===== src/rtl/piso_serializer.sv =====
// -----------------------------------------------------------------------------
// piso_serializer
//   Parallel-in / serial-out converter. A WIDTH-bit word is accepted through a
//   valid/ready handshake and emitted LSB first, one bit per clock, starting
//   the cycle after acceptance. A new word may be accepted during the
//   last-bit cycle, so consecutive words stream with no idle gap.
//
// Ports
//   clk         in   single clock, rising-edge
//   reset_n     in   asynchronous active-low reset
//   load_data   in   [WIDTH-1:0] parallel word to serialize
//   load_valid  in   load_data is valid this cycle
//   load_ready  out  block can accept a word this cycle
//   s_out       out  serial bit, LSB first
//   s_valid     out  s_out carries a valid bit this cycle
//   frame_done  out  pulse coincident with the last bit of a word
//   busy        out  high while shifting
// -----------------------------------------------------------------------------
module piso_serializer #(
   parameter int WIDTH = 4
) (
   input  logic             clk,
   input  logic             reset_n,
   input  logic [WIDTH-1:0] load_data,
   input  logic             load_valid,
   output logic             load_ready,
   output logic             s_out,
   output logic             s_valid,
   output logic             frame_done,
   output logic             busy
);

   localparam int            CW       = (WIDTH > 1) ? $clog2(WIDTH) : 1;
   localparam logic [CW-1:0] LAST_CNT = CW'(WIDTH - 1);

   typedef enum logic {
      IDLE  = 1'b0,
      SHIFT = 1'b1
   } state_t;

   state_t           state_reg, state_next;
   logic [WIDTH-1:0] shift_reg, shift_next;
   logic [CW-1:0]    cnt_reg, cnt_next;
   // Holds load_ready low until the first clock edge after reset release.
   logic             ready_en_reg;
   logic [WIDTH-1:0] shifted;
   logic             last_bit;
   logic             accept;

   // Right shift by one with zero fill at the top.
   genvar gi;
   generate
      for (gi = 0; gi < WIDTH; gi++) begin : g_shift
         if (gi == WIDTH - 1) begin : g_top
            assign shifted[gi] = 1'b0;
         end else begin : g_body
            assign shifted[gi] = shift_reg[gi + 1];
         end
      end
   endgenerate

   always_ff @(posedge clk or negedge reset_n) begin
      if (!reset_n) begin
         state_reg    <= IDLE;
         shift_reg    <= '0;
         cnt_reg      <= '0;
         ready_en_reg <= 1'b0;
      end else begin
         state_reg    <= state_next;
         shift_reg    <= shift_next;
         cnt_reg      <= cnt_next;
         ready_en_reg <= 1'b1;
      end
   end

   // Outputs depend only on registered state, so they change only on a clock
   // edge (or on reset) and never follow load_* combinationally, except
   // load_ready which is itself a function of state only.
   always_comb begin
      state_next = state_reg;
      shift_next = shift_reg;
      cnt_next   = cnt_reg;

      last_bit   = (state_reg == SHIFT) && (cnt_reg == LAST_CNT);
      load_ready = ready_en_reg && ((state_reg == IDLE) || last_bit);
      accept     = load_valid && load_ready;

      busy       = (state_reg == SHIFT);
      s_valid    = (state_reg == SHIFT);
      s_out      = (state_reg == SHIFT) && shift_reg[0];
      frame_done = last_bit;

      case (state_reg)
         IDLE: begin
            if (accept) begin
               shift_next = load_data;
               cnt_next   = '0;
               state_next = SHIFT;
            end
         end
         SHIFT: begin
            if (accept) begin
               // Back-to-back: only reachable during the last bit.
               shift_next = load_data;
               cnt_next   = '0;
            end else if (last_bit) begin
               shift_next = '0;
               cnt_next   = '0;
               state_next = IDLE;
            end else begin
               shift_next = shifted;
               cnt_next   = cnt_reg + CW'(1);
            end
         end
         default: begin
            state_next = IDLE;
         end
      endcase
   end

endmodule


===== config.mk =====
export PLATFORM = sky130hd
export DESIGN_NAME = piso_serializer
export DESIGN_NICKNAME = d
export VERILOG_FILES = /design/src/rtl/piso_serializer.sv
export SDC_FILE = /design/constraint.sdc
export NUM_CORES = 1
export LEC_CHECK = 0
export CORE_AREA = 2 2 39 41
export CTS_CLUSTER_SIZE = 25
export DETAILED_ROUTE_END_ITERATION = 12
export DIE_AREA = 0 0 41 43
export DONT_BUFFER_PORTS = 1
export PLACE_DENSITY = 0.48
export SLEW_MARGIN = 20
export SYNTH_ARGS = -nofsm -noshare
export SYNTH_HDL_FRONTEND = slang
export SYNTH_SLANG_ARGS = --single-unit

===== constraint.sdc =====
create_clock -name clk -period 2.1 [get_ports clk]
set_clock_uncertainty 0.2 [all_clocks]
set_input_delay 0.42 -clock clk [delete_from_list [all_inputs] [get_ports clk]]
set_output_delay 0.42 -clock clk [all_outputs]
set_load 0.05 [all_outputs]

==> impl_results.md <==
- Status: complete, no violations
- Sw Share: 44.5%
- Seq/Total Area, Yosys: between 40 and 50%
- Io pins: 12
- Min Tclk post-route: around 2000 ps
- Register share of total power: between 30 and 40%
- First-pass GRT wire length: around 1200 um
- Setup crit start kind: register
- HP Class: input port to register
- Die height: between 40 and 50 um
- Clk network pwr share: between 10% and 20%
- Vias per cell: roughly 5
- Placed instance area: approximately 460 um2
- Crit. End Element: output pin
- Crit-path slowest cell: dfrtp_1
- GR Util All Layers: a little over a tenth
- Post-synth top area cell: dfrtp_1
- Global route overflow: 0
- Synth warnings: 0
- Synth cell types: 18
- Core area: about 1400 um2
- Drt initial violations: 7
- Antenna Diode Count: 0
- Yosys reg bits: 8
- Final slew viol count: 0
- Period utilization: a little over nine tenths
- Post-Syn Instances: 39
- Top-area cell type share of the netlist area: 48.5%
- Leak: roughly 0.21 nW
- Crit-path cells: ha_1 > nand2b_1 > and2_4
- Initial Utilization: 29.8%
- CTS Buf Count: 3
- GR Util met2: between 10% and 20%
- # setup viols final: 0
- Dpl hpwl: between 500 and 600 um
- Drt first pass iters: 4
- Area growth, synth to finish: 18.8%
- Mapped Avg Cell Area: 10.6 um2
- Die area: 1760 um2
- WL/cell: roughly 12 um
- Max IR drop VDD: about 730 uV
- Root Buffer: clkbuf_4
- CTS tree: yes
- Max Clock Freq: around 0.50 GHz
- Die Wd: slightly above 40 um
- Hold Fails Final Rpt: 0
- Nets@finish: 53
- R2r setup slk: 650 ps
- Htree depth: 1
- WP data required: 1480 ps
- Crit Path Max Fanout: 8
- Vias in the first global route: roughly 290
- Number of buffers on the longest clock path: 2
- Vias post-DR: between 200 and 300
- Clock-pin slew on the worst setup and hold paths: 50 ps
- Net Sw Power: approximately 0.00034 W
- Post-synthesis net count: 47
- Top Family by Delay on Critical Path: simple AND/OR/NAND/NOR gates
- Clock Sinks: 8
- Layout cells sized above 1: a little under a fifth
- Synth top area cells: dfrtp_1 (48%), mux2i_1 (9.7%), a32oi_1 (6.4%)
- Number of flip-flops in the largest register: 4
- Power Density: about 1600 nW/um2
- Met1 GRT Util: between 10% and 20%
- WP buf/inv: 0
- I/O Buffers: 0
- M3 GR Usage: 4.19%
- Post-Syn Area: 413 um2
- Logic pwr share: 51.3%
- Internal Pwr Total: around 0.00043 W
- Antenna violations before repair: 0
- Max incr delay on CP: 390 ps
- Design Area, Final: roughly 490 um2
- Crit Path Category: register to output pin
- WP data arrival: around 1400 ps
- RSZ-0062 raised after global routing: false
- Maximum capacitance violations: 0
- GRT busiest layer: met1
- Final WL: about 720 um
- Num rows: 14
- Post-DRT Antenna Nets: 0
- Setup TNS Final: 0 ps
- Clk_lat worst skew: approximately 250 ps
- Drc violations: 0
- Placer congestion estimate: ~0.72
- Pin count of the biggest net entering global routing: 13
-- cells in the mapped netlist --
cell	number
a32oi_1	3
and2_1	3
and2_2	1
and2b_4	1
buf_2	1
buf_4	1
buf_6	1
conb_1	1
dfrtp_1	8
ha_1	1
mux2i_1	4
nand2_1	4
nand2b_1	1
nand3_1	2
nand3b_1	1
o21ai_0	3
o21ai_1	2
o22ai_1	1
-- stage by stage --
stage / setup WS [ps] / cells / total power [W] / utilization [%] / hold slack [ps]
3_5_place_dp: 302 / 55 / 0.000649 / 33.0 / -75.3
6_report: 104 / 59 / 0.000770 / 35.4 / 131
5_1_grt: 23.8 / 59 / 0.000830 / 35.4 / 137
2_1_floorplan: 149 / 39 / 0.000561 / - / -75.6
3_3_place_gp: 335 / 55 / 0.000638 / 33.0 / -75.3
4_1_cts: 28.0 / 59 / 0.000772 / 35.4 / 121
-- worst register-to-register path, delay by kind of cell (launching register included) --
kind,cells,cell delay (ps)
AOI/OAI and AO/OA,2,220
and+or+nand+nor,1,230
adders and majority gates,1,300
DFF,1,360
-- worst paths after layout --
kind,from,end,depth (start not counted)
min in group asynchronous,reset_n,shift_reg[1],1
worst max-delay path,cnt_reg[0],load_ready,3
worst min-delay path,load_data[3],shift_reg[3],2
worst max register to register,cnt_reg[0],shift_reg[0],4
worst min register to register,shift_reg[3],shift_reg[2],2
max in group asynchronous,reset_n,ready_en_reg,1
-- cell type report --
type	count	area, um2
tap	16	20.0
multi-input combinational	28	190
fill	140	893
clock buffer	3	22.5
timing repair buffer	4	57.6
sequential	8	200
-- cell families (layout without fill, tap and decap cells) --
| group | Yosys count | after routing | synth area share (%) |
|---|---|---|---|
| compound gates | 9 | 9 | 13.9 |
| fa+ha+maj | 1 | 1 | 3.03 |
| buf+inv | 3 | 7 | 5.76 |
| flops | 8 | 8 | 48.5 |
| mux | 4 | 4 | 9.70 |
| other cells | 1 | 1 | 0.908 |
| simple gates | 13 | 13 | 18.2 |
-- routing by layer --
| layer | vias to the layer above | wire length [um] | part of all wire (%) |
|---|---|---|---|
| li1 | 147 | - | - |
| met1 | 136 | 313 | 43 |
| met2 | 12 | 340 | 47 |
| met3 | 0 | 69 | 9.5 |
| met4 | 0 | 0 | 0 |
| met5 | - | 0 | 0 |
-- power by group through the flow --
stage	combinational [W]	clock (W)	sequential, W
floorplan	0.000290	0	0.000271
global placement	0.000379	0	0.000259
detailed placement	0.000387	0	0.000263
CTS	0.000392	0.000121	0.000259
global route	0.000427	0.000135	0.000268
finish	0.000395	0.000115	0.000260
-- placed cells by master, fill, tap and decap left out --
cell,instances
clkbuf_4,3
nand2_1,4
a32oi_1,3
buf_12,2
and2_4,1
dfrtp_1,8
nand3b_1,1
o21ai_0,3
dlygate4sd3_1,1
mux2i_1,4
conb_1,1
and2_1,3
and2b_4,1
nand2b_1,1
o22ai_1,1
nand3_1,2
buf_4,1
o21ai_1,2
ha_1,1
-- repair_timing --
| item | in CTS | in global routing |
|---|---|---|
| setup buffers | 0 | 0 |
| hold endpoints to repair | 8 | 0 |
| hold buffers | 1 | 0 |
| endpoints found under the setup margin | 0 | 1 |
| gates resized for setup | 0 | 1 |
No activity file was read; power rests on OpenSTA's default activity.
